**src/rtl/div_req_arbiter.sv**
```systemverilog
// Two-requester round-robin front end for a shared multi-cycle divider, with response timeout.
// Optional: define DIV_ZERO_CHECK_EN to answer divide-by-zero locally without starting the divider.
`timescale 1ns/1ps
module div_req_arbiter #(
  parameter int WIDTH   = 4,
  parameter int TIMEOUT = 64
) (
  input  logic             clk,
  input  logic             rst,
  input  logic             req0_valid,
  input  logic [WIDTH-1:0] req0_dividend,
  input  logic [WIDTH-1:0] req0_divisor,
  output logic             req0_ready,
  input  logic             req1_valid,
  input  logic [WIDTH-1:0] req1_dividend,
  input  logic [WIDTH-1:0] req1_divisor,
  output logic             req1_ready,
  output logic             rsp0_valid,
  input  logic             rsp0_ready,
  output logic             rsp1_valid,
  input  logic             rsp1_ready,
  output logic [WIDTH-1:0] rsp_quotient,
  output logic [WIDTH-1:0] rsp_remainder,
  output logic             rsp_err,
  output logic             div_start,
  output logic [WIDTH-1:0] div_dividend,
  output logic [WIDTH-1:0] div_divisor,
  input  logic             div_done,
  input  logic [WIDTH-1:0] div_quotient,
  input  logic [WIDTH-1:0] div_remainder,
  output logic             busy
);

  localparam int CNT_W = (TIMEOUT > 1) ? $clog2(TIMEOUT) : 1;

  typedef enum logic [1:0] {IDLE, ISSUE, BUSY, RESP} state_t;

  state_t           state_reg;
  logic             grant_reg;
  logic             rr_last_reg;
  logic [CNT_W-1:0] cnt_reg;
  logic [WIDTH-1:0] dividend_reg;
  logic [WIDTH-1:0] divisor_reg;
  logic [WIDTH-1:0] quo_reg;
  logic [WIDTH-1:0] rem_reg;
  logic             err_reg;

  logic             idle;
  logic             grant_next;
  logic             req_hs;
  logic             rsp_hs;
  logic [WIDTH-1:0] sel_dividend;
  logic [WIDTH-1:0] sel_divisor;

  // On a tie the requester that was not served last wins; a lone requester always wins.
  assign idle         = (state_reg == IDLE);
  assign grant_next   = (req0_valid && req1_valid) ? ~rr_last_reg : req1_valid;
  assign req0_ready   = idle && req0_valid && !grant_next;
  assign req1_ready   = idle && req1_valid && grant_next;
  assign req_hs       = req0_ready || req1_ready;
  assign sel_dividend = grant_next ? req1_dividend : req0_dividend;
  assign sel_divisor  = grant_next ? req1_divisor  : req0_divisor;

  assign busy          = !idle;
  assign div_start     = (state_reg == ISSUE);
  assign div_dividend  = dividend_reg;
  assign div_divisor   = divisor_reg;
  assign rsp0_valid    = (state_reg == RESP) && !grant_reg;
  assign rsp1_valid    = (state_reg == RESP) && grant_reg;
  assign rsp_hs        = (rsp0_valid && rsp0_ready) || (rsp1_valid && rsp1_ready);
  assign rsp_quotient  = quo_reg;
  assign rsp_remainder = rem_reg;
  assign rsp_err       = err_reg;

  always_ff @(posedge clk) begin
    if (rst) begin
      state_reg    <= IDLE;
      grant_reg    <= 1'b0;
      rr_last_reg  <= 1'b1;
      cnt_reg      <= '0;
      dividend_reg <= '0;
      divisor_reg  <= '0;
      quo_reg      <= '0;
      rem_reg      <= '0;
      err_reg      <= 1'b0;
    end else begin
      case (state_reg)
        IDLE: begin
          if (req_hs) begin
            grant_reg    <= grant_next;
            dividend_reg <= sel_dividend;
            divisor_reg  <= sel_divisor;
`ifdef DIV_ZERO_CHECK_EN
            if (sel_divisor == '0) begin
              quo_reg   <= '1;
              rem_reg   <= sel_dividend;
              err_reg   <= 1'b1;
              state_reg <= RESP;
            end else begin
              state_reg <= ISSUE;
            end
`else
            state_reg <= ISSUE;
`endif
          end
        end
        ISSUE: begin
          cnt_reg   <= '0;
          state_reg <= BUSY;
        end
        BUSY: begin
          // A done arriving on the final timeout cycle still wins over the abort.
          if (div_done) begin
            quo_reg   <= div_quotient;
            rem_reg   <= div_remainder;
            err_reg   <= 1'b0;
            state_reg <= RESP;
          end else if (cnt_reg == CNT_W'(TIMEOUT - 1)) begin
            quo_reg   <= '1;
            rem_reg   <= '0;
            err_reg   <= 1'b1;
            state_reg <= RESP;
          end else begin
            cnt_reg <= cnt_reg + CNT_W'(1);
          end
        end
        RESP: begin
          if (rsp_hs) begin
            rr_last_reg <= grant_reg;
            state_reg   <= IDLE;
          end
        end
        default: state_reg <= IDLE;
      endcase
    end
  end

endmodule

```
**config.mk**
```make
export PLATFORM = sky130hd
export DESIGN_NAME = div_req_arbiter
export DESIGN_NICKNAME = d
export VERILOG_FILES = /design/src/rtl/div_req_arbiter.sv
export SDC_FILE = /design/constraint.sdc
export NUM_CORES = 1
export LEC_CHECK = 0
export ABC_AREA = 1
export CORE_ASPECT_RATIO = 1.75
export CORE_MARGIN = 1
export CORE_UTILIZATION = 49
export CTS_BUF_LIST = sky130_fd_sc_hd__clkbuf_4 sky130_fd_sc_hd__clkbuf_8
export CTS_CLUSTER_SIZE = 14
export DETAILED_ROUTE_END_ITERATION = 6
export PLACE_DENSITY = 0.95
export SYNTH_ARGS = -nofsm -noshare
export SYNTH_HDL_FRONTEND = slang
export SYNTH_SLANG_ARGS = --single-unit
```
**constraint.sdc**
```tcl
create_clock -name clk -period 3 [get_ports clk]
set_input_delay 0.3 -clock clk [delete_from_list [all_inputs] [get_ports clk]]
set_output_delay 0.3 -clock clk [all_outputs]
set_load 0.005 [all_outputs]
```
## Word-level counts from Yosys, hierarchy flattened

Cells that the tools add are included.

- Reductions and logical operators: 22
- Equal/unequal tests: 9
- Muxes and demuxes: 17
- Bitwise operators: 1
- $add $sub $neg: 1

Operator list:

| operator | number |
|---|---|
| two-way mux 4 bit | 6 |
| two-way mux 6 bit | 2 |
| one-hot mux 6 bit (2 select lines) | 1 |
| logical AND 1 bit | 9 |
| two-way mux 2 bit | 4 |
| one-hot mux 2 bit (4 select lines) | 1 |
| adder 6 x 1 -> 6 bit (second input constant) | 1 |
| == test 6 bit (second input constant) | 1 |
| != test 2 bit (second input constant) | 3 |
| AND reduction 2 bit | 3 |
| AND reduction 3 bit | 2 |
| == test 2 bit (second input constant) | 2 |
| nonzero test 2 bit | 2 |
| zero test 1 bit | 3 |
| two-way mux 1 bit | 3 |
| != test 3 bit (second input constant) | 1 |
| == test 2 x 1 -> 1 bit (second input constant) | 1 |
| zero test 2 bit | 1 |
| logical OR 1 bit | 2 |
| != test 2 x 1 -> 1 bit (second input constant) | 1 |
| NOT 1 bit | 1 |

- Input port bits: 31
- Register bits: 27
- Output and inout bits: 23
- Logic and storage cells: 59

## Depth between registers and ports, before layout

- Depth in word-level cells: 7
- Mapped depth: 9
- Gate-level depth less buffers: 9

## Worst setup path after synthesis

No wires, ideal clock.

- Path kind: register to register
- Start: register state_reg[0]
- End: register cnt_reg[3]
- Arrival time: 1.257 ns
- Setup slack: 1.631 ns
- Cell stages (with the launch flop): 9
- Period minus slack after synthesis: 1.369 ns
- Cells stage by stage: dfxtp_1 -> inv_1 -> ha_1 -> buf_4 -> nand2_2 -> buf_4 -> nand4_1 -> nand2_1 -> nor2_1

- Longest elaborated chain between the ends: 3
- Elaborated cells on any way between the ends: 7
- Classes of those cells: eq/ne (4); mux (1); reduce/logical (2)

Ends and longest elaborated chain:

| item | line | source |
|---|---|---|
| start, declared | 38 | `state_t state_reg;` |
| start signal, assigned | 77 | `state_reg <= IDLE;` |
| start signal, assigned | 103 | `state_reg <= ISSUE;` |
| start signal, assigned | 109 | `state_reg <= BUSY;` |
| == test 2 bit / == test 2 x 1 -> 1 bit (equally long branches) | 87 | `case (state_reg)` |
| != test 2 bit (no source line) / nonzero test 2 bit (equally long branches) | n/a |  |
| AND reduction 3 bit (no source line) | n/a |  |
| end signal, assigned | 124 | `cnt_reg <= cnt_reg + CNT_W'(1);` |
| end, declared | 41 | `logic [CNT_W-1:0] cnt_reg;` |

Several ways; a longest one is shown, not always the timed one.
A chain may end at the register's enable or synchronous reset.

## Worst setup path after layout

- Start: input req0_valid
- End: output req0_ready

- Longest elaborated chain between the ends: 4
- Elaborated cells on any way between the ends: 5
- Classes of those cells: mux (1); reduce/logical (4)

Ends and longest elaborated chain:

| item | line | source |
|---|---|---|
| start, declared | 10 | `input logic req0_valid,` |
| logical AND 1 bit | 57 | `assign grant_next = (req0_valid && req1_valid) ? ~rr_last_reg : req1_valid;` |
| two-way mux 1 bit | 57 |  |
| zero test 1 bit | 58 | `assign req0_ready = idle && req0_valid && !grant_next;` |
| logical AND 1 bit (*) | 58 |  |
| end, declared | 13 | `output logic req0_ready,` |

Every way passes the cells marked *; elsewhere a longest branch is shown, timed or not.

==> metrics.md <==
| Metric | Value |
|---|---|
| Leak | `between 0.9 and 1 nW` |
| Max-slew violation count | `0` |
| Vias in the first global route | `1424` |
| Post-synthesis compound-gate area fraction | `0.102` |
| Internal power | `0.833 mW` |
| Pwr Density | `~650 nW/um2` |
| CP Launch Type | `input port` |
| Cell count after synthesis | `209` |
| Violation count after the first detailed-routing iteration | `35` |
| Via density | `about 5.1` |
| Die ar. | `3140 um2` |
| HP Class | `register to register` |
| Dpl hpwl | `roughly 2600 um` |
| Clock transition at path regs | `approximately 80 ps` |
| CTS tree | `built` |
| Total GRT Usage | `0.231` |
| Sw Share | `0.352` |
| Syn. warnings | `0` |
| Overflow after GRT | `0` |
| Max reg flops | `6` |
| Largest family of logic cells by synthesized area | `simple AND/OR/NAND/NOR gates` |
| Worst vdd ir | `about 0.00045 V` |
| Initial Util | `0.524` |
| Status | `finished clean` |
| Worst path required time | `roughly 2700 ps` |
| Number of buffers on the longest clock path | `2` |
| Mux contribution to synthesized area | `0` |
| Minimum clock period | `2040 ps` |
| Reg power frac | `0.381` |
| Largest net degree at the start of global routing | `19` |
| Share of post-route cells with drive strength above 1 | `0.0425` |
| Core box area | `around 2700 um2` |
| Final Power | `1.29 mW` |
| Top cell by count, worst path | `clkdlybuf4s50_1` |
| Peak Freq | `~500 MHz` |
| Final net count | `slightly below 300` |
| Commonest non-fill, non-tap cells in the layout | `nand2_1, clkdlybuf4s50_1, inv_1, dfxtp_1, nor2_1` |
| Initial antenna violation count | `0` |
| Die X | `approximately 43 um` |
| ANT nets after route | `0` |
| Yosys cell types | `23` |
| Hold depth | `2` |
| Sink Count | `27` |
| Post-synthesis simple-gate area fraction | `0.342` |
| Post-synthesis adder-cell area fraction | `0.0526` |
| Die height | `approximately 73 um` |
| Worst setup EP type | `primary output` |
| Crit path max fanout | `10` |
| Max-slew headroom | `0.658` |
| Syn Nets | `about 250` |
| R2R depth | `7` |
| Xor and xnor area share after synthesis | `0` |
| Postcts setup bufs | `0` |
| 1st-pass router iterations | `4` |
| Net Sw Power | `about 0.45 mW` |
| Sequential cell area fraction in the yosys report | `0.379` |
| #FFs+latches synth | `27` |
| Post-route DRC | `0` |
| RSZ-0062 raised after global routing | `no` |
| Root Driver | `clkbuf_8` |
| Endpoints failing setup | `0` |
| Max Cap Viol | `0` |
| Num CTS Buffers | `3` |
| Ant diodes | `0` |
| Final hold vios | `0` |
| Combinational Power Share | `0.456` |
| Rows | `25` |
| Area added between synthesis and finish | `39.7%` |
| Average size of a mapped cell | `roughly 6.8 um2` |
| Crit share post-route | `0.680` |
| CP cell instances | `clkdlybuf4s50_1 -> nand2_1 -> nand2_2 -> inv_2 -> nor2_1 -> clkdlybuf4s50_1` |
| Wire length per cell after detailed routing | `~12 um` |
| Synthesized area | `between 1000 and 1500 um2` |
| Worst-Margin Slew | `about 500 ps` |
| TNS Setup | `0 ps` |
| Routed vias | `roughly 1500` |
| Boundary pin count | `54` |
| Critical-path top delay cell | `clkdlybuf4s50_1` |
| Max incr delay on CP | `roughly 500 ps` |
| I/O Buffers | `53` |
| Clk pwr share | `0.163` |
| Worst Clk Skew | `around 7.6 ps` |
| CTS hold repair buffers | `0` |
| First-pass GRT wire length | `about 5600 um` |
| Drt total wl | `3390 um` |
| CP Data Arrival Time | `approximately 1700 ps` |
| H-tree depth | `1` |
| Crit path kind | `input port to primary output` |
| Worst skew pair latency | `roughly 270 ps` |
| Final Wtd Congestion | `about 0.84` |
| # resized after CTS | `0` |
| Most common cell after layout, fill and taps aside | `nand2_1` |
[synth_stat cells]
cell type / n / area (um2)
nand2_1: 54 / 203
inv_1: 32 / 120
dfxtp_1: 27 / 541
nor2_1: 24 / 90.1
nand3_1: 17 / 85.1
a21oi_1: 9 / 45.0
nand4_1: 8 / 50.1
o211ai_1: 8 / 60.1
ha_1: 6 / 75.1
o21ai_0: 5 / 25.0
buf_4: 3 / 22.5
nand2_2: 3 / 18.8
clkbuf_1: 2 / 7.51
inv_2: 2 / 7.51
a22oi_1: 1 / 7.51
buf_2: 1 / 5.00
buf_6: 1 / 11.3
clkinv_1: 1 / 3.75
nand3_4: 1 / 17.5
nand3b_1: 1 / 7.51
nor2_4: 1 / 11.3
nor3_1: 1 / 5.00
o21a_1: 1 / 7.51
[per-layer routing]
metal  up-vias  wire length (um)  global-route usage
met1       668              1300               0.228
met3         4               140              0.0295
met5         -                 0                   0
met2        41              1900               0.461
li1        755                 -                   -
met4         0                47              0.0903
[layout make-up]
cell class                 count  area [um2]
fill                         210         728
multi-input combinational    140         708
sequential                    27         541
timing repair buffer          53         531
inverter                      35         131
clock buffer                   4        48.8
tap                           27        33.8
[power by group through the flow]
| stage | Clock, mW | Sequential (mW) | Combinational [mW] |
|---|---|---|---|
| after global placement | 0 | 0.497 | 0.569 |
| after detailed placement | 0 | 0.497 | 0.582 |
| after floorplan | 0 | 0.492 | 0.335 |
| after CTS | 0.214 | 0.491 | 0.586 |
| after global routing | 0.231 | 0.498 | 0.656 |
| final | 0.210 | 0.490 | 0.586 |
[final timing paths]
| path | startpoint | endpoint | slack, ps |
|---|---|---|---|
| hold / removal | rsp_err$_SDFFE_PP0P_ | rsp_err$_SDFFE_PP0P_ | 490 |
| setup reg to reg | state_reg[0]$_SDFFE_PP0P_ | cnt_reg[5]$_SDFFE_PP0P_ | 1260 |
| hold reg to reg | rsp_err$_SDFFE_PP0P_ | rsp_err$_SDFFE_PP0P_ | 490 |
| setup / recovery | req0_valid | req0_ready | 960 |
[through the flow]
stage	setup slack (ps)	area (um2)	hold WS, ps	std cells	utilization
4_1_cts	954	1990	490	286	0.732
2_1_floorplan	1630	1430	439	209	-
3_5_place_dp	963	1940	461	282	0.714
6_report	960	1990	488	286	0.732
5_1_grt	862	1990	524	286	0.732
3_3_place_gp	1000	1940	462	282	0.714
[critical path, delay by kind of cell]
family	cells	cell delay (ps)
buffers and inverters	3	1110
AND/OR/NAND/NOR	3	330
[kinds of logic after synthesis]
group / after synthesis
AND/OR/NAND/NOR: 110
flip-flops: 27
AO/OA/AOI/OAI: 24
buffers and inverters: 42
adder cells (fa/ha/maj): 6
No activity file was read; power rests on OpenSTA's default activity.
